`src/rtl/fetch_issue_unit.sv`:
```
`default_nettype none
// ============================================================================
//  Module      : fetch_issue_unit
//  Description : LEGv8 instruction fetch and issue stage. Owns the program
//                counter, fetches one 32-bit word at a time from instruction
//                memory (request/valid), and issues it with its 11-bit opCode
//                to the control unit (valid/ready). On the issue handshake
//                the next PC is either pc+4 or pc+(brOffset<<2).
//  Revision    : 1.0 - initial release
// ----------------------------------------------------------------------------
//  Parameters
//    PC_W      program counter / byte-address width
//    RESET_PC  program counter value after reset
//  Build option
//    FETCH_ISSUE_COUNT_EN  when defined, issueCount counts issue handshakes
//                          (wrapping 32-bit); otherwise issueCount is 0 and
//                          no counter register exists.
//  Ports
//    clk, rstN               clock, asynchronous active-low reset
//    imemReq/imemAddr        fetch request and byte address (== pc)
//    imemValid/imemData      memory response
//    instrValid/instrReady   issue handshake
//    instr/opCode/pc         issued word, instr[31:21], its address
//    nextPc/brOffset         branch decision and word offset (issue only)
//    issueCount              number of issued instructions
// ============================================================================
module fetch_issue_unit #(
    parameter int              PC_W     = 32,
    parameter logic [PC_W-1:0] RESET_PC = '0
) (
    input  logic            clk,
    input  logic            rstN,
    output logic            imemReq,
    output logic [PC_W-1:0] imemAddr,
    input  logic            imemValid,
    input  logic [31:0]     imemData,
    output logic            instrValid,
    input  logic            instrReady,
    output logic [31:0]     instr,
    output logic [10:0]     opCode,
    output logic [PC_W-1:0] pc,
    input  logic            nextPc,
    input  logic [PC_W-1:0] brOffset,
    output logic [31:0]     issueCount
);

    typedef enum logic [1:0] {
        S_IDLE  = 2'd0,
        S_FETCH = 2'd1,
        S_ISSUE = 2'd2
    } state_t;

    state_t          state_q, state_d;
    logic [PC_W-1:0] pc_q, pc_d;
    logic [31:0]     instr_q, instr_d;

    logic            fetch_done;
    logic            issue_fire;
    logic [PC_W-1:0] pc_seq;
    logic [PC_W-1:0] pc_branch;

    // Handshakes are qualified by state so stray valid/ready pulses in the
    // wrong phase are ignored.
    assign fetch_done = (state_q == S_FETCH) && imemValid;
    assign issue_fire = (state_q == S_ISSUE) && instrReady;

    // Modulo 2^PC_W arithmetic; the shift drops brOffset's top two bits,
    // which is exactly the word-to-byte conversion wrapped to PC_W.
    assign pc_seq    = pc_q + PC_W'(4);
    assign pc_branch = pc_q + (brOffset << 2);

    // ------------------------------------------------------------------------
    // State and datapath registers
    // ------------------------------------------------------------------------
    always_ff @(posedge clk or negedge rstN) begin
        if (!rstN) begin
            state_q <= S_IDLE;
            pc_q    <= RESET_PC;
            instr_q <= '0;
        end else begin
            state_q <= state_d;
            pc_q    <= pc_d;
            instr_q <= instr_d;
        end
    end

    // ------------------------------------------------------------------------
    // Next-state and datapath update
    // ------------------------------------------------------------------------
    always_comb begin
        state_d = state_q;
        pc_d    = pc_q;
        instr_d = instr_q;
        case (state_q)
            S_IDLE: begin
                state_d = S_FETCH;
            end
            S_FETCH: begin
                if (fetch_done) begin
                    instr_d = imemData;
                    state_d = S_ISSUE;
                end
            end
            S_ISSUE: begin
                if (issue_fire) begin
                    pc_d    = nextPc ? pc_branch : pc_seq;
                    state_d = S_FETCH;
                end
            end
            default: begin
                state_d = S_IDLE;
            end
        endcase
    end

    // ------------------------------------------------------------------------
    // Outputs: all decoded from registers, so reset drops imemReq and
    // instrValid asynchronously and no input reaches an output directly.
    // ------------------------------------------------------------------------
    assign imemReq    = (state_q == S_FETCH);
    assign instrValid = (state_q == S_ISSUE);
    assign imemAddr   = pc_q;
    assign pc         = pc_q;
    assign instr      = instr_q;
    assign opCode     = instr_q[31:21];

`ifdef FETCH_ISSUE_COUNT_EN
    logic [31:0] issue_cnt_q;

    always_ff @(posedge clk or negedge rstN) begin
        if (!rstN) begin
            issue_cnt_q <= '0;
        end else if (issue_fire) begin
            issue_cnt_q <= issue_cnt_q + 32'd1;
        end
    end

    assign issueCount = issue_cnt_q;
`else
    assign issueCount = '0;
`endif

endmodule
`default_nettype wire

```
`config.mk`:
```
export PLATFORM = sky130hd
export DESIGN_NAME = fetch_issue_unit
export DESIGN_NICKNAME = d
export VERILOG_FILES = /design/src/rtl/fetch_issue_unit.sv
export SDC_FILE = /design/constraint.sdc
export NUM_CORES = 1
export LEC_CHECK = 0
export CAP_MARGIN = 20
export CORE_MARGIN = 2
export CORE_UTILIZATION = 25
export CTS_CLUSTER_DIAMETER = 80
export DETAILED_ROUTE_END_ITERATION = 10
export DONT_BUFFER_PORTS = 1
export GPL_TIMING_DRIVEN = 0
export SLEW_MARGIN = 0
export SYNTH_ARGS = -nofsm -noshare
export SYNTH_HDL_FRONTEND = slang
export SYNTH_SLANG_ARGS = --single-unit
```
`constraint.sdc`:
```
create_clock -name clk -period 3.6 [get_ports clk]
set_clock_uncertainty 0.15 [all_clocks]
set_input_delay 0 -clock clk [delete_from_list [all_inputs] [get_ports clk]]
set_output_delay 0 -clock clk [all_outputs]
set_load 0.01 [all_outputs]
```
-- Yosys cells after proc, flatten, opt, wreduce, memory -nomap -nowiden
Cells that the tools add are included.
- add/subtract/negate cells: 2
- equal/unequal tests: 4
- mux-type cells: 4
- reduce and logical (&&, ||, !) cells: 6
- operators by type and width (operator ; count):
    $add 32x3->32 const B ; 1
    $add 32x32->32 ; 1
    $mux 32 ; 1
    $pmux 2 s3 ; 1
    $reduce_and 2->1 ; 3
    $mux 2 ; 2
    $ne 2x1->1 const B ; 2
    $eq 2x1->1 const B ; 1
    $eq 2x2->1 const B ; 1
    $logic_and 1x1->1 ; 2
    $logic_not 2->1 ; 1
- flip-flop bits (word level): 66
- output and inout port bits: 141
- word-level logic and storage cells: 19

-- Logic depth before layout (Yosys ltp)
Gate-level depths: netlist (run 1).
- depth after elaboration: 4
- gate-level depth with buffers: 13

-- Least setup slack after synthesis (run 1)
No wires, ideal clock.
- path kind: reg2reg
- from: register pc_q[2] (netlist: imemAddr[2])
- to: register pc_q[30] (netlist: imemAddr[30])
- arrival time: 2.437 ns
- required time: 3.313 ns
- path slack: 0.875 ns
- cell stages (with the launch flop): 12
- buffers on the path: 0
- period minus slack after synthesis: 2.725 ns
- path through: dfrtp_1 -> ha_1 -> inv_1 -> fa_1 -> nor2b_1 -> o31a_1 -> o21bai_4 -> a21oi_4 -> a211oi_4 -> o41ai_2 -> mux2i_1 -> o311ai_1
- cells in the longest elaborated chain, start to end: 2
- RTL lines (what ; line ; text):
    from (decl) ; 54 ; logic [PC_W-1:0] pc_q, pc_d;
    from (signal assigned) ; 82 ; pc_q <= pc_d;
    $add 32x3->32 or $add 32x32->32 (tied branches) ; 69, 70 ;
    $mux 32 (*) ; 106 ; pc_d = nextPc ? pc_branch : pc_seq;
Mark *: on every way between the ends. The rest lies on a longest branch, timed or not.
A chain may end at the register's enable or synchronous reset.

-- Worst setup path after layout (run 1)
Same ends and word-level chain as after synthesis.

==> flow_summary.toml, run 1 <==
[synth]
syn_avg_cell_area_um2 = 9.35
synthCells = 508
synth_area_leader_cell = "dfrtp_1"
synth_top_flop_cell = "dfrtp_1"
synth-async-reset-ratio_pct = 100
ys_seq_area_share_pct = 33.7
netlist_top_cells_count = "buf_4, dfrtp_1, nand2_1, mux2_2, ha_1"
synth.top_cell.area_share_pct = 33.7
ys_types = 53
synth_edf_count = 0
ys.warnings.count = 0
syn_area_um2 = 4750
synth.area.top_cells = "dfrtp_1, buf_4, ha_1"
yosysMostFrequentCell = "buf_4"
synth-seq-cells = 64

[drt]
postRouteAntennaNets = 0
drtPass1Iterations = 4
drt_iter0_markers = 154
routed_wl_um = 13100
via_per_inst = 4.42
vias = 3690
drc = 0
wl_per_cell_um = 15.8

[floorplanning]
num_rows = 50
start_util_pct = 25.4
io_pins = 210
die_y_um = 142
fp.coreArea_um2 = 18700
dieArea_um2 = 20100
die_width_um = 142

[timing]
hold_ws_ps = 36.5
finalHoldViolations = 0
maxSlewHeadroom_pct = 57.4
tightestPinTransition_ps = 639
setup_viol = 0
min_period_ps = 3050
finalMaxSlewViolations = 0
max_clock_freq_mhz = 327
fin_tns_setup_ps = 0
rsz0062_at_grt = "false"
min_period_over_period_pct = 84.9

[hold_path]
worstHoldPathType = "in -> reg"

[critical_path]
startpoint = "imemAddr[2]"
critical_path_arrival_ps = 3100
start_kind = "flop"
r2r_cells = 11
r2r_end = "imemAddr[30]"
crit_chain = "ha_1 > inv_1 > fa_1 > nor2b_1 > o31a_1 > o21bai_4 > a21oi_4 > a211oi_4 > o41ai_2 > mux2i_1 > o311ai_1"
slowest_delay_ps = 450
worstSetupPathType = "reg -> reg"
r2r_start = "imemAddr[2]"
r2r_slack_ps = 550
cp_max_fo = 5
worstSetupEndpoint = "imemAddr[30]"
crit_required_ps = 3640
crit_path_end_kind = "flop"
cp_slowest_cell = "dfrtp_1"

[layout]
areaGrowthSynthToFinish_pct = 24.4
drive_gt1_share_pct = 24.2
fin_nets = 694
fillCellCount = 1950
antennaDiodeCount = 0

[global_route]
grt_pass1_wl_um = 19900
grt_pass1_vias = 3615
antenna_found_initial = 1
grt_overflow = 0
grtUsageTotal_pct = 12.9
grt_max_degree = 65

[clock_tree]
clock_path_buffers = 2
cts_resized = 0
cts_max_level = 3
clockRootBuffer = "clkbuf_16"
cts_setup_buffers = 0
cts_tree = "yes"
clk_pin_slew_ps = 60
numCtsBuffers = 9
insertion_delay_ps = 330
cts_sinks = 64

[placement]
io_buffer_count = 0
place.gp.congestion = 0.840
hpwlAfterDp_um = 9870

[power_and_ir_drop]
p_per_area_nw_per_um2 = 761
leakagePower_uw = 0.00278
ir_drop_uv = 215

[job]
cap_violations = 0

[outcome]
status = "finished clean"
flip-flops by register name, summed over array words and instances, names as in the netlist:
signal,flops
instr,32
imemAddr,30
state_q,2
placed cells by master, fill, tap and decap left out, types with 5 or more instances in the layout:
cell,synthesis,final
buf_4,77,77
a21oi_1,28,28
a21o_1,17,17
nor2_1,10,10
mux2_2,32,32
nand4_1,7,7
ha_1,29,29
dfrtp_1,64,64
xnor2_1,17,17
nand2b_1,5,5
o21ai_1,18,18
dlygate4sd3_1,0,40
conb_1,1,36
and2_1,28,28
clkbuf_16,0,9
nand3_1,5,5
o21ai_0,21,21
xor2_1,8,8
inv_1,12,12
clkbuf_1,18,19
nand2_1,55,55
through the flow:
step	instance area [um2]	std cells	utilization [%]	worst slack (ps)	total power, uW
after detailed placement	5170	777	27.7	365	3550
after CTS	5910	834	31.6	524	4550
after global routing	5910	834	31.6	288	4860
after global placement	5170	777	27.7	332	3510
final	5910	834	31.6	545	4500
after floorplan	4880	543	-	875	3140
layout make-up:
cell class / instances / area (um2) / share of cell area, %
Clock inverter: 4 / 52.6 / 0.889
Inverter: 13 / 48.8 / 0.825
Buffer: 97 / 656 / 11.1
Clock buffer: 12 / 256 / 4.34
Multi-Input combinational cell: 369 / 2580 / 43.6
Timing Repair Buffer: 41 / 428 / 7.24
Sequential cell: 64 / 1600 / 27.1
Tap cell: 234 / 293 / 4.95
routing by layer:
layer | global-route usage, % | routed length [um] | vias to the layer above
met3 | 4.12 | 1110 | 11
met1 | 15.1 | 5490 | 1690
met4 | 3.79 | 121 | 2
met5 | 0 | 13 | -
li1 | - | - | 1820
met2 | 22.7 | 6410 | 167
cell families (layout without fill, tap and decap cells):
family,after synthesis,in the layout,synth area share [%]
flip-flops,64,64,33.7
AND/OR/NAND/NOR,128,128,13.4
other,1,36,0.0789
buffers and inverters,110,167,14.8
AO/OA/AOI/OAI,116,116,17.3
XOR/XNOR,25,25,4.61
adder cells (fa/ha/maj),30,30,8.06
multiplexers,34,34,8.01
repair_timing:
| action | 4_1_cts | 5_1_grt |
|---|---|---|
| hold buffers | 41 | 0 |
| endpoints found under the setup margin | 0 | 0 |
| endpoints found under the hold margin | 103 | 0 |
power by group:
part	switching (uW)	internal (uW)	total, uW
Sequential	525	1060	1590
Combinational	1030	964	2000
Clock	338	574	912
critical path: cells and delay by family (launching register included):
| kind | cells | cell delay [ps] |
|---|---|---|
| AO/OA/AOI/OAI | 6 | 1250 |
| adder cells (fa/ha/maj) | 2 | 600 |
| flip-flops | 1 | 450 |
| multiplexers | 1 | 240 |
| AND/OR/NAND/NOR | 1 | 180 |
| buffers and inverters | 1 | 50 |
worst min-delay path by stage:
| stage | start | slack (ps) | cells past startpoint | to |
|---|---|---|---|---|
| 3_3_place_gp | rstN | -440 | 0 | instr[1] |
| 6_report | brOffset[2] | 40 | 4 | imemAddr[4] |
| 4_1_cts | brOffset[2] | 20 | 4 | imemAddr[4] |
| 5_1_grt | brOffset[8] | 50 | 4 | imemAddr[10] |
| 3_5_place_dp | rstN | -440 | 0 | instr[3] |
| 2_1_floorplan | rstN | -450 | 0 | imemAddr[10] |
Note: power is estimated with default switching activity, not from simulation.
==> run 2, diff against run 1 <==
clock period = 2.6 ns   (was 3.6 ns; I/O delays follow)
==> run 2 against run 1 <==
The run now ends with negative setup slack left. Die area unchanged. Combinational power up 56%. Sequential share of layout area fell by 1.4 points. Design area increased by 6.5%. Non-clock buffer count up 17. Worst setup slack worse by 680 ps. First-iteration DRC count fell by 15%. Maximum frequency grew 12%. Via count grew 4.6%. Critical endpoint is now imemAddr[26].
==> flow_summary.toml, run 2 (synthesis gave the netlist of run 1 again) <==
[outcome]
status = "finished with violations"
violations = "negative setup slack"

[timing]
finalHoldViolations = 0
tightestPinTransition_ps = 708
fin_tns_setup_ps = -593
min_period_over_period_pct = 105
finalMaxSlewViolations = 0
min_period_ps = 2730
rsz0062_at_grt = "true"
max_clock_freq_mhz = 366
setup_viol = 8
finalWorstSetupSlack_ps = -133
hold_ws_ps = 23.1
maxSlewHeadroom_pct = 52.1

[layout]
areaGrowthSynthToFinish_pct = 32.5
largest_register_ffs = 32
final_common_cell = "buf_4"
final_cell_mix = "buf_4, nand2_1, dfrtp_1"
drive_gt1_share_pct = 34.5
fin_nets = 711

[global_route]
grt_pass1_wl_um = 20000
grt_pass1_vias = 3753
grt_overflow = 0
antenna_found_initial = 3
grt_max_degree = 65
grtUsageTotal_pct = 13.0

[drt]
drc = 0
drtPass1Iterations = 5
via_per_inst = 4.52
routed_wl_um = 13500
wl_per_cell_um = 15.8
vias = 3861
drt_iter0_markers = 131
postRouteAntennaNets = 0

[critical_path]
crit_required_ps = 2650
cp_max_fo = 4
critical_path_arrival_ps = 2780
start_kind = "flop"
cp_slowest_cell = "dfrtp_2"
slowest_delay_ps = 450
worstSetupPathType = "reg -> reg"
crit_chain = "ha_4 > inv_2 > fa_2 > nor2b_2 > o31a_1 > o21bai_4 > a21oi_4 > a211oi_4 > buf_4 > o31ai_4 > xnor2_1 > o21ai_1"
crit_path_end_kind = "flop"

[floorplanning]
start_util_pct = 25.4
die_y_um = 142
io_pins = 210
dieArea_um2 = 20100
num_rows = 50
fp.coreArea_um2 = 18700
die_width_um = 142

[power_and_ir_drop]
p_sw_share_pct = 42.9
seqPwrFrac_pct = 34.4
p_sw_uw = 2790
comb_power_share_pct = 48.2
power.internal_uw = 3710
p_per_area_nw_per_um2 = 1030
ir_drop_uv = 276
clkPwrFrac_pct = 17.4
leakagePower_uw = 0.00289

[placement]
io_buffer_count = 0
detailedPlace.worstSlack_ps = -681
place.gp.congestion = 0.839
hpwlAfterDp_um = 9800

[clock_tree]
clockRootBuffer = "clkbuf_16"
insertion_delay_ps = 340
clk_pin_slew_ps = 60
cts_max_level = 3
cts_tree = "yes"
cts_sinks = 64
clock_path_buffers = 2
numCtsBuffers = 9

[job]
cap_violations = 0

[hold_path]
worstHoldPathType = "in -> reg"
==> run 2: area by class of cell <==
type                    instances  area, um2
clock buffers                   9        225
inverters                      13       48.8
well taps                     234        293
flip-flops and latches         64       1610
plain buffers                  95        649
diodes                          3       7.51
multi-input cells             369       2820
clock inverters                 7       47.5
repair buffers                 60        587
fillers                      1881      12400
==> run 2: critical path, delay by kind of cell, from the launching register on <==
kind                       cells  cell delay (ps)
AOI/OAI and AO/OA              6             1000
and+or+nand+nor                1              140
adders and majority gates      2              500
DFF                            1              450
xor gates and xnor gates       1              150
buffers and inverters          2              190
==> run 2: final timing paths <==
| path | end | start | depth (start not counted) | slack (ps) |
|---|---|---|---|---|
| worst max-delay path | imemAddr[26] | imemAddr[2] | 12 | -130 |
| worst min-delay path | imemAddr[4] | brOffset[2] | 4 | 20 |
| worst max register to register | imemAddr[26] | imemAddr[2] | 12 | -130 |
| worst min register to register | state_q[0] | state_q[1] | 1 | 350 |
| max in group asynchronous | imemAddr[15] | rstN | 2 | 1910 |
| min in group asynchronous | imemAddr[28] | rstN | 2 | 100 |
==> run 2: power by group through the flow <==
stage	registers, uW	clock network [uW]	logic [uW]
5_1_grt	2330	1210	3440
6_report	2230	1130	3130
3_3_place_gp	2220	0	2670
3_5_place_dp	2230	0	2700
4_1_cts	2250	1180	3040
2_1_floorplan	2040	0	2310
==> run 2: stage by stage <==
| stage | power (uW) | util (%) | instance area [um2] | instances |
|---|---|---|---|---|
| floorplan | 4350 | - | 4890 | 543 |
| global placement | 4890 | 27.7 | 5190 | 777 |
| finish | 6490 | 33.7 | 6290 | 854 |
| detailed placement | 4930 | 27.7 | 5190 | 777 |
| global route | 6980 | 33.6 | 6290 | 852 |
| CTS | 6460 | 33.0 | 6180 | 847 |
==> run 2: layer usage <==
| layer | track usage, % | wire, um | up-vias |
|---|---|---|---|
| met1 | 14.0 | 5600 | 1840 |
| met2 | 23.6 | 6570 | 152 |
| met3 | 4.56 | 1150 | 12 |
| met5 | 0 | 8 | - |
| li1 | - | - | 1855 |
| met4 | 4.47 | 194 | 2 |
==> run 2: what timing repair did <==
action	4_1_cts	5_1_grt
setup endpoints to repair	15	29
pin swaps	22	17
hold endpoints to repair	103	0
resized for setup	40	18
setup buffers	15	7
hold buffers	41	0
